--- config.mk ---
export PLATFORM = sky130hd
export DESIGN_NAME = t03_icache_line_fill
export DESIGN_NICKNAME = d
export VERILOG_FILES = /design/src/rtl/t03_icache_pkg.sv /design/src/rtl/t03_icache_store.sv /design/src/rtl/t03_icache_line_fill.sv
export SDC_FILE = /design/constraint.sdc
export NUM_CORES = 2
export LEC_CHECK = 0
export ABC_AREA = 1
export BUFFER_PORTS_ARGS = -buffer_cell sky130_fd_sc_hd__buf_2
export CAP_MARGIN = 20
export CORE_MARGIN = 2
export CORE_UTILIZATION = 47
export CTS_CLUSTER_DIAMETER = 80
export DETAILED_ROUTE_END_ITERATION = 12
export PLACE_DENSITY = 0.66
export SYNTH_ARGS = -nofsm -noshare
export SYNTH_HDL_FRONTEND = slang
export SYNTH_SLANG_ARGS = --single-unit
--- constraint.sdc ---
create_clock -name clk -period 4.7 [get_ports clk]
set_input_delay 0.94 -clock clk [delete_from_list [all_inputs] [get_ports clk]]
set_output_delay 0.94 -clock clk [all_outputs]
set_load 0.01 [all_outputs]
--- src/rtl/t03_icache_pkg.sv ---
// Shared types and address-split helper for the instruction-cache line-fill block.
package t03_icache_pkg;

    localparam int ADDR_W = 32;
    localparam int DATA_W = 32;
    localparam logic [31:0] CNT_MAX = 32'hFFFF_FFFF;

    // Controller states: serve hits in IDLE, fetch one whole line in REFILL.
    typedef enum logic {
        IDLE   = 1'b0,
        REFILL = 1'b1
    } state_e;

    // Field widths of a byte address split into tag / index / word offset.
    typedef struct packed {
        int off_w;
        int idx_w;
        int tag_w;
    } addr_split_t;

    // log2 of a power-of-two value.
    function automatic int log2_pow2(input int v);
        int r;
        r = 0;
        for (int i = 0; i < 31; i++) begin
            if ((1 << i) < v) r = i + 1;
        end
        return r;
    endfunction

    // Word offset, set index and tag widths for a given cache geometry.
    function automatic addr_split_t calc_addr_split(input int num_sets, input int words_per_line);
        addr_split_t s;
        s.off_w = log2_pow2(words_per_line);
        s.idx_w = log2_pow2(num_sets);
        s.tag_w = ADDR_W - 2 - s.off_w - s.idx_w;
        return s;
    endfunction

endpackage

--- src/rtl/t03_icache_store.sv ---
// Tag, valid and data storage for a direct-mapped instruction cache.
// One combinational read port (indexed by the lookup address) and one
// write port that stores a word and, optionally, the line's tag and valid bit.
module t03_icache_store
    import t03_icache_pkg::*;
#(
    parameter int NUM_SETS       = 16,
    parameter int WORDS_PER_LINE = 4
) (
    input  logic                                                   clk,
    input  logic                                                   rst,
    input  logic [calc_addr_split(NUM_SETS, WORDS_PER_LINE).idx_w-1:0] rd_idx,
    input  logic [calc_addr_split(NUM_SETS, WORDS_PER_LINE).off_w-1:0] rd_off,
    output logic                                                   rd_valid,
    output logic [calc_addr_split(NUM_SETS, WORDS_PER_LINE).tag_w-1:0] rd_tag,
    output logic [DATA_W-1:0]                                      rd_word,
    input  logic                                                   clear_all,
    input  logic                                                   wr_en,
    input  logic [calc_addr_split(NUM_SETS, WORDS_PER_LINE).idx_w-1:0] wr_idx,
    input  logic [calc_addr_split(NUM_SETS, WORDS_PER_LINE).off_w-1:0] wr_off,
    input  logic [DATA_W-1:0]                                      wr_data,
    input  logic                                                   wr_tag_en,
    input  logic [calc_addr_split(NUM_SETS, WORDS_PER_LINE).tag_w-1:0] wr_tag,
    input  logic                                                   wr_valid
);

    localparam addr_split_t SPLIT = calc_addr_split(NUM_SETS, WORDS_PER_LINE);
    localparam int OFF_W = SPLIT.off_w;
    localparam int IDX_W = SPLIT.idx_w;
    localparam int TAG_W = SPLIT.tag_w;

    logic [NUM_SETS-1:0] valid_q;
    logic [NUM_SETS-1:0] valid_d;
    logic [TAG_W-1:0]    tag_mem  [NUM_SETS];
    logic [DATA_W-1:0]   data_mem [NUM_SETS*WORDS_PER_LINE];

    // Valid-bit update: line install/invalidate, then a global clear on flush.
    always_comb begin
        // NOTE: valid_d gets its default before any branch so no path leaves it unassigned (no latch).
        valid_d = valid_q;
        if (wr_tag_en) valid_d[wr_idx] = wr_valid;
        if (clear_all) valid_d = '0;
    end

    // Valid bits are the only storage that must come up clean.
    always_ff @(posedge clk or negedge rst) begin
        // NOTE: state flops take non-blocking assignments so every flop samples pre-edge values.
        if (!rst) valid_q <= '0;
        else      valid_q <= valid_d;
    end

    // Tag and data arrays: write-only on the clock, no reset.
    always_ff @(posedge clk) begin
        // NOTE: tag/data arrays are not reset; a line is only ever read through its valid bit.
        if (wr_en)     data_mem[{wr_idx, wr_off}] <= wr_data;
        if (wr_tag_en) tag_mem[wr_idx]            <= wr_tag;
    end

    assign rd_valid = valid_q[rd_idx];
    assign rd_tag   = tag_mem[rd_idx];
    assign rd_word  = data_mem[{rd_idx, rd_off}];

endmodule

--- src/rtl/t03_icache_line_fill.sv ---
// Direct-mapped instruction cache with whole-line refill from a word-wide
// backing memory. Hits return in the request cycle; misses fetch the line
// one word per mem_ack and then retry the lookup.
// Optional feature: define T03_ICACHE_STATS_EN to build saturating hit/miss
// counters; otherwise hit_count and miss_count are tied to zero.
module t03_icache_line_fill
    import t03_icache_pkg::*;
#(
    parameter int NUM_SETS       = 16,
    parameter int WORDS_PER_LINE = 4
) (
    input  logic              clk,
    input  logic              rst,
    input  logic              cpu_req,
    input  logic [ADDR_W-1:0] cpu_addr,
    output logic              cpu_ready,
    output logic [DATA_W-1:0] cpu_data,
    input  logic              flush,
    output logic              mem_req,
    output logic [ADDR_W-1:0] mem_addr,
    input  logic              mem_ack,
    input  logic [DATA_W-1:0] mem_rdata,
    output logic [31:0]       hit_count,
    output logic [31:0]       miss_count
);

    localparam addr_split_t SPLIT = calc_addr_split(NUM_SETS, WORDS_PER_LINE);
    localparam int OFF_W = SPLIT.off_w;
    localparam int IDX_W = SPLIT.idx_w;
    localparam int TAG_W = SPLIT.tag_w;
    localparam logic [OFF_W-1:0] LAST_WORD = OFF_W'(WORDS_PER_LINE - 1);

    // Request address fields; the byte-lane bits are ignored.
    logic [TAG_W-1:0] req_tag;
    logic [IDX_W-1:0] req_idx;
    logic [OFF_W-1:0] req_off;
    logic             addr_unused;

    assign req_off     = cpu_addr[2 +: OFF_W];
    assign req_idx     = cpu_addr[2 + OFF_W +: IDX_W];
    assign req_tag     = cpu_addr[2 + OFF_W + IDX_W +: TAG_W];
    assign addr_unused = ^cpu_addr[1:0];

    // Controller state: the line being refilled and the next word to fetch.
    state_e           state_q, state_d;
    logic [TAG_W-1:0] tag_q, tag_d;
    logic [IDX_W-1:0] idx_q, idx_d;
    logic [OFF_W-1:0] cnt_q, cnt_d;
    logic             flush_pend_q, flush_pend_d;

    // Storage interface.
    logic              rd_valid;
    logic [TAG_W-1:0]  rd_tag;
    logic [DATA_W-1:0] rd_word;
    logic              clear_all;
    logic              wr_en;
    logic              wr_tag_en;
    logic              wr_valid;

    logic lookup_hit;
    logic lookup_miss;
    logic tag_match;
    logic flush_seen;

    t03_icache_store #(
        .NUM_SETS       (NUM_SETS),
        .WORDS_PER_LINE (WORDS_PER_LINE)
    ) u_store (
        .clk       (clk),
        .rst       (rst),
        .rd_idx    (req_idx),
        .rd_off    (req_off),
        .rd_valid  (rd_valid),
        .rd_tag    (rd_tag),
        .rd_word   (rd_word),
        .clear_all (clear_all),
        .wr_en     (wr_en),
        .wr_idx    (idx_q),
        .wr_off    (cnt_q),
        .wr_data   (mem_rdata),
        .wr_tag_en (wr_tag_en),
        .wr_tag    (tag_q),
        .wr_valid  (wr_valid)
    );

    assign tag_match   = rd_valid && (rd_tag == req_tag);
    assign lookup_hit  = (state_q == IDLE) && cpu_req && tag_match;
    assign lookup_miss = (state_q == IDLE) && cpu_req && !tag_match;
    assign flush_seen  = flush_pend_q || flush;

    // Hits are answered from the lookup in the same cycle; outside a hit the bus is quiet.
    assign cpu_ready = lookup_hit;
    assign cpu_data  = lookup_hit ? rd_word : '0;

    // The memory request follows the state flop, so reset drops it at once.
    assign mem_req  = (state_q == REFILL);
    assign mem_addr = mem_req ? {tag_q, idx_q, cnt_q, 2'b00} : '0;

    // Next-state logic: start a refill on a miss, write one word per ack, finish on the last word.
    always_comb begin
        state_d      = state_q;
        tag_d        = tag_q;
        idx_d        = idx_q;
        cnt_d        = cnt_q;
        flush_pend_d = flush_pend_q;
        clear_all    = 1'b0;
        wr_en        = 1'b0;
        wr_tag_en    = 1'b0;
        wr_valid     = 1'b0;
        case (state_q)
            IDLE: begin
                clear_all = flush;
                if (lookup_miss) begin
                    state_d = REFILL;
                    tag_d   = req_tag;
                    idx_d   = req_idx;
                    cnt_d   = '0;
                end
            end
            REFILL: begin
                // A flush here cannot abort the memory handshake; remember it for the end.
                if (flush) flush_pend_d = 1'b1;
                if (mem_ack) begin
                    wr_en = 1'b1;
                    cnt_d = cnt_q + OFF_W'(1);
                    if (cnt_q == LAST_WORD) begin
                        wr_tag_en    = 1'b1;
                        wr_valid     = !flush_seen;
                        clear_all    = flush_seen;
                        flush_pend_d = 1'b0;
                        cnt_d        = '0;
                        state_d      = IDLE;
                    end
                end
            end
            default: state_d = IDLE;
        endcase
    end

    // Controller registers; reset abandons any partial refill.
    always_ff @(posedge clk or negedge rst) begin
        if (!rst) begin
            state_q      <= IDLE;
            tag_q        <= '0;
            idx_q        <= '0;
            cnt_q        <= '0;
            flush_pend_q <= 1'b0;
        end else begin
            state_q      <= state_d;
            tag_q        <= tag_d;
            idx_q        <= idx_d;
            cnt_q        <= cnt_d;
            flush_pend_q <= flush_pend_d;
        end
    end

`ifdef T03_ICACHE_STATS_EN
    logic [31:0] hit_cnt_q, hit_cnt_d;
    logic [31:0] miss_cnt_q, miss_cnt_d;

    // Saturating statistics, cleared by any flush request.
    always_comb begin
        hit_cnt_d  = hit_cnt_q;
        miss_cnt_d = miss_cnt_q;
        if (flush) begin
            hit_cnt_d  = '0;
            miss_cnt_d = '0;
        end else begin
            if (lookup_hit && (hit_cnt_q != CNT_MAX))   hit_cnt_d  = hit_cnt_q + 32'd1;
            if (lookup_miss && (miss_cnt_q != CNT_MAX)) miss_cnt_d = miss_cnt_q + 32'd1;
        end
    end

    // Counter registers.
    always_ff @(posedge clk or negedge rst) begin
        if (!rst) begin
            hit_cnt_q  <= '0;
            miss_cnt_q <= '0;
        end else begin
            hit_cnt_q  <= hit_cnt_d;
            miss_cnt_q <= miss_cnt_d;
        end
    end

    assign hit_count  = hit_cnt_q;
    assign miss_count = miss_cnt_q;
`else
    assign hit_count  = '0;
    assign miss_count = '0;
`endif

endmodule

==> impl_metrics.toml <==
[synthesis]
synth.avg_cell_area_um2 = 13.1
async_flop_share_pct = 1.94
synth_area_leader_cell = "edfxtp_1"
ys_ff_latch = 2480
yosysMostFrequentCell = "edfxtp_1"
syn-instance-count = 7602
yosysWarnings = 0
synth_edf_count = 2432
syn_area_um2 = 99400
synth_seq_area_share_pct = 74.7
synth_area_leaders = "edfxtp_1 73%, nand2_1 5.1%, o21ai_0 3.4%"
synth_cell_types = 37
synth_flop_cell = "edfxtp_1"
synth_top_cells_by_count = "2432 x edfxtp_1, 1346 x nand2_1, 827 x nor2_1"
yosysTopAreaCellShare_pct = 73.5

[setup_path]
end_kind = "primary output"
crit_slowest_cell = "clkbuf_16"
path_class = "primary input to primary output"
slowest_delay_ps = 230
required_ps = 3760
crit_path_start_kind = "primary input"
r2r_cells = 7
critical-path-top-delay-family = "simple AND/OR/NAND/NOR gates"
rr_endpoint = "u_store.data_mem[44][3]$_DFFE_PP_"
r2r-start = "idx_q[3]$_DFFE_PN0P_"
reg2reg_slack_ps = 1330
cp_cell_sequence = "buf_16, buf_4, clkbuf_16, o211ai_1, nand3_1, nand3_1, nand2_1, nand2_1, nand4_1, nand3b_1, nor2_1, nand3_4, buf_12, buf_4, nor2_2, buf_2"
worstPathArrival_ps = 3570
cp_max_fo = 34
crit_buf_inv = 6

[drt]
drt-pass1-iter-count = 6
routed-via-count = 65500
dr.first_iter.drc_count = 7957
wl_per_cell_um = 25.3
vias_per_cell = 6.04
wl_um = 275000
route.detailed.drc = 0
drtAntennaViolNets = 0

[cts]
root_buffer = "clkbuf_16"
cts_buffer_depth = 3
clkSlewWorstSetupHoldPaths_ps = 60
cts-buffers-inserted = 237
cts_tree = "built"
cts_max_level = 4
worstSkewPairLatency_ps = 880
clock-sinks = 2480
cts_hold_buf = 0

[die]
rows = 168
die_x_um = 464
fp.dieH_um = 464
initial_core_util_pct = 47.4
dieArea_um2 = 215000
io_pins = 199
core-area_um2 = 210000

[grt]
antenna_found_initial = 21
track_usage_pct = 24.7
grt_pass1_vias = 62000
grt_max_degree = 137
grt_pass1_wl_um = 401000
grt_overflow_total = 0

[timing]
fin_hold_ws_ps = 212
max-slew-margin-rel_pct = 25.7
period_share_pct = 96.0
max_freq_mhz = 222
period_minus_slack_ps = 4510
rsz0062_at_grt = "no"
fin_skew_ps = 59.2
hold_viol = 0
drv_slew = 0
setup_viol = 0
worst_slew_pin_slew_ps = 1110

[layout]
syn2layout_area_growth_pct = 14.7
seq_area_um2 = 74200
drive_above_1_share_pct = 12.4
finalNonFillerCells = 10800
nFillCells = 16900
nets = 7903
multi_input_area_um2 = 22500
post-route-cell-area_um2 = 114000

[placed_design]
dp.cells = 10400
gp_congestion = 0.866
dp_hpwl_um = 153000
dpl_cell_area_um2 = 106000
io_buffer_count = 130

[job]
maxCapViolCount = 0

[pwr]
p_leak_nw = 38.7
ir_drop_mv = 0.405
finalPower_w = 0.0492
powerDensity_nw_per_um2 = 432

[worst_hold_path]
hold_path_class = "primary input to async pin"

[run_status]
status = "completed"
[layout by cell type (no fill, tap or decap), types with 45 or more instances in the layout]
master and instances:
edfxtp_1 2432, nor2_1 755, clkinv_2 45, clkbuf_1 53, buf_2 124, conb_1 66, o221ai_1 256, nor2_4 73
a21oi_1 391, a221oi_1 60, buf_4 289, clkinv_1 68, nand3_1 329, o21ai_0 675, clkbuf_16 243, buf_12 113
dfrtp_1 48, inv_1 156, nand2_1 1345, a32o_1 128, o211ai_1 168, a221o_1 68
[per-stage QoR]
stage	setup TNS [ps]	utilization [%]	worst slack (ps)
6_report	0	54.3	190
5_1_grt	0	54.3	30.3
4_1_cts	0	54.0	109
3_5_place_dp	0	50.3	115
3_3_place_gp	0	50.3	62.3
2_1_floorplan	-83350	-	-326
[worst max path at each step]
stage	from	end	cells after the start
finish	cpu_addr[4]	cpu_data[7]	16
global route	cpu_addr[4]	cpu_data[7]	19
CTS	cpu_addr[4]	cpu_data[0]	17
detailed placement	cpu_addr[4]	cpu_data[0]	17
global placement	cpu_addr[4]	cpu_data[0]	17
floorplan	mem_ack	u_store.data_mem[56][0]$_DFFE_PP_	4
[state kept, by name, indices dropped and copies added (netlist names)]
register          cells
flush_pend_q          1
mem_req               1
cnt_q                 2
u_store.data_mem   2048
u_store.tag_mem     384
u_store.valid_q      16
tag_q                24
idx_q                 4
[logic make-up after synthesis]
| group | synth area share [%] |
|---|---|
| flip-flops | 74.7 |
| buffers and inverters | 3.46 |
| other | 0.00377 |
| AO/OA/AOI/OAI | 11.5 |
| AND/OR/NAND/NOR | 10.3 |
| adder cells (fa/ha/maj) | 0.0126 |
[worst reg2reg max path, stage by stage (launching register included)]
cell and delay, ps:
dfrtp_1 600, inv_1 110, nor2_1 100, inv_1 60, nor2_1 120, clkinv_1 690, nor2_4 810, buf_4 500
[layout make-up]
type / count / share of cell area [%]
multi-input cells: 4404 / 19.8
repair buffers: 537 / 4.64
diodes: 9 / 0.0198
clock inverters: 145 / 1.23
clock buffers: 296 / 5.48
inverters: 171 / 0.615
well taps: 2805 / 3.08
repair inverters: 2 / 0.0198
flip-flops and latches: 2480 / 65.1
[layer usage]
layer  GRT usage, %  wire length (µm)  up-vias
li1               -                 -    28600
met1           34.2            109000    32800
met2           39.7            131000     3563
met3           4.39             26800      568
met4           7.95              8090        4
met5              0                27        -
[power breakdown]
group / switching [W] / internal [W]
Clock: 0.00815 / 0.0106
Combinational: 0.00317 / 0.00122
Sequential: 0.000702 / 0.0254
[timing repair]
item,in CTS,in global routing
endpoints found under the setup margin,0,23
resized for setup,0,9
setup buffers,0,5
Power figures use the tool's default switching activity.
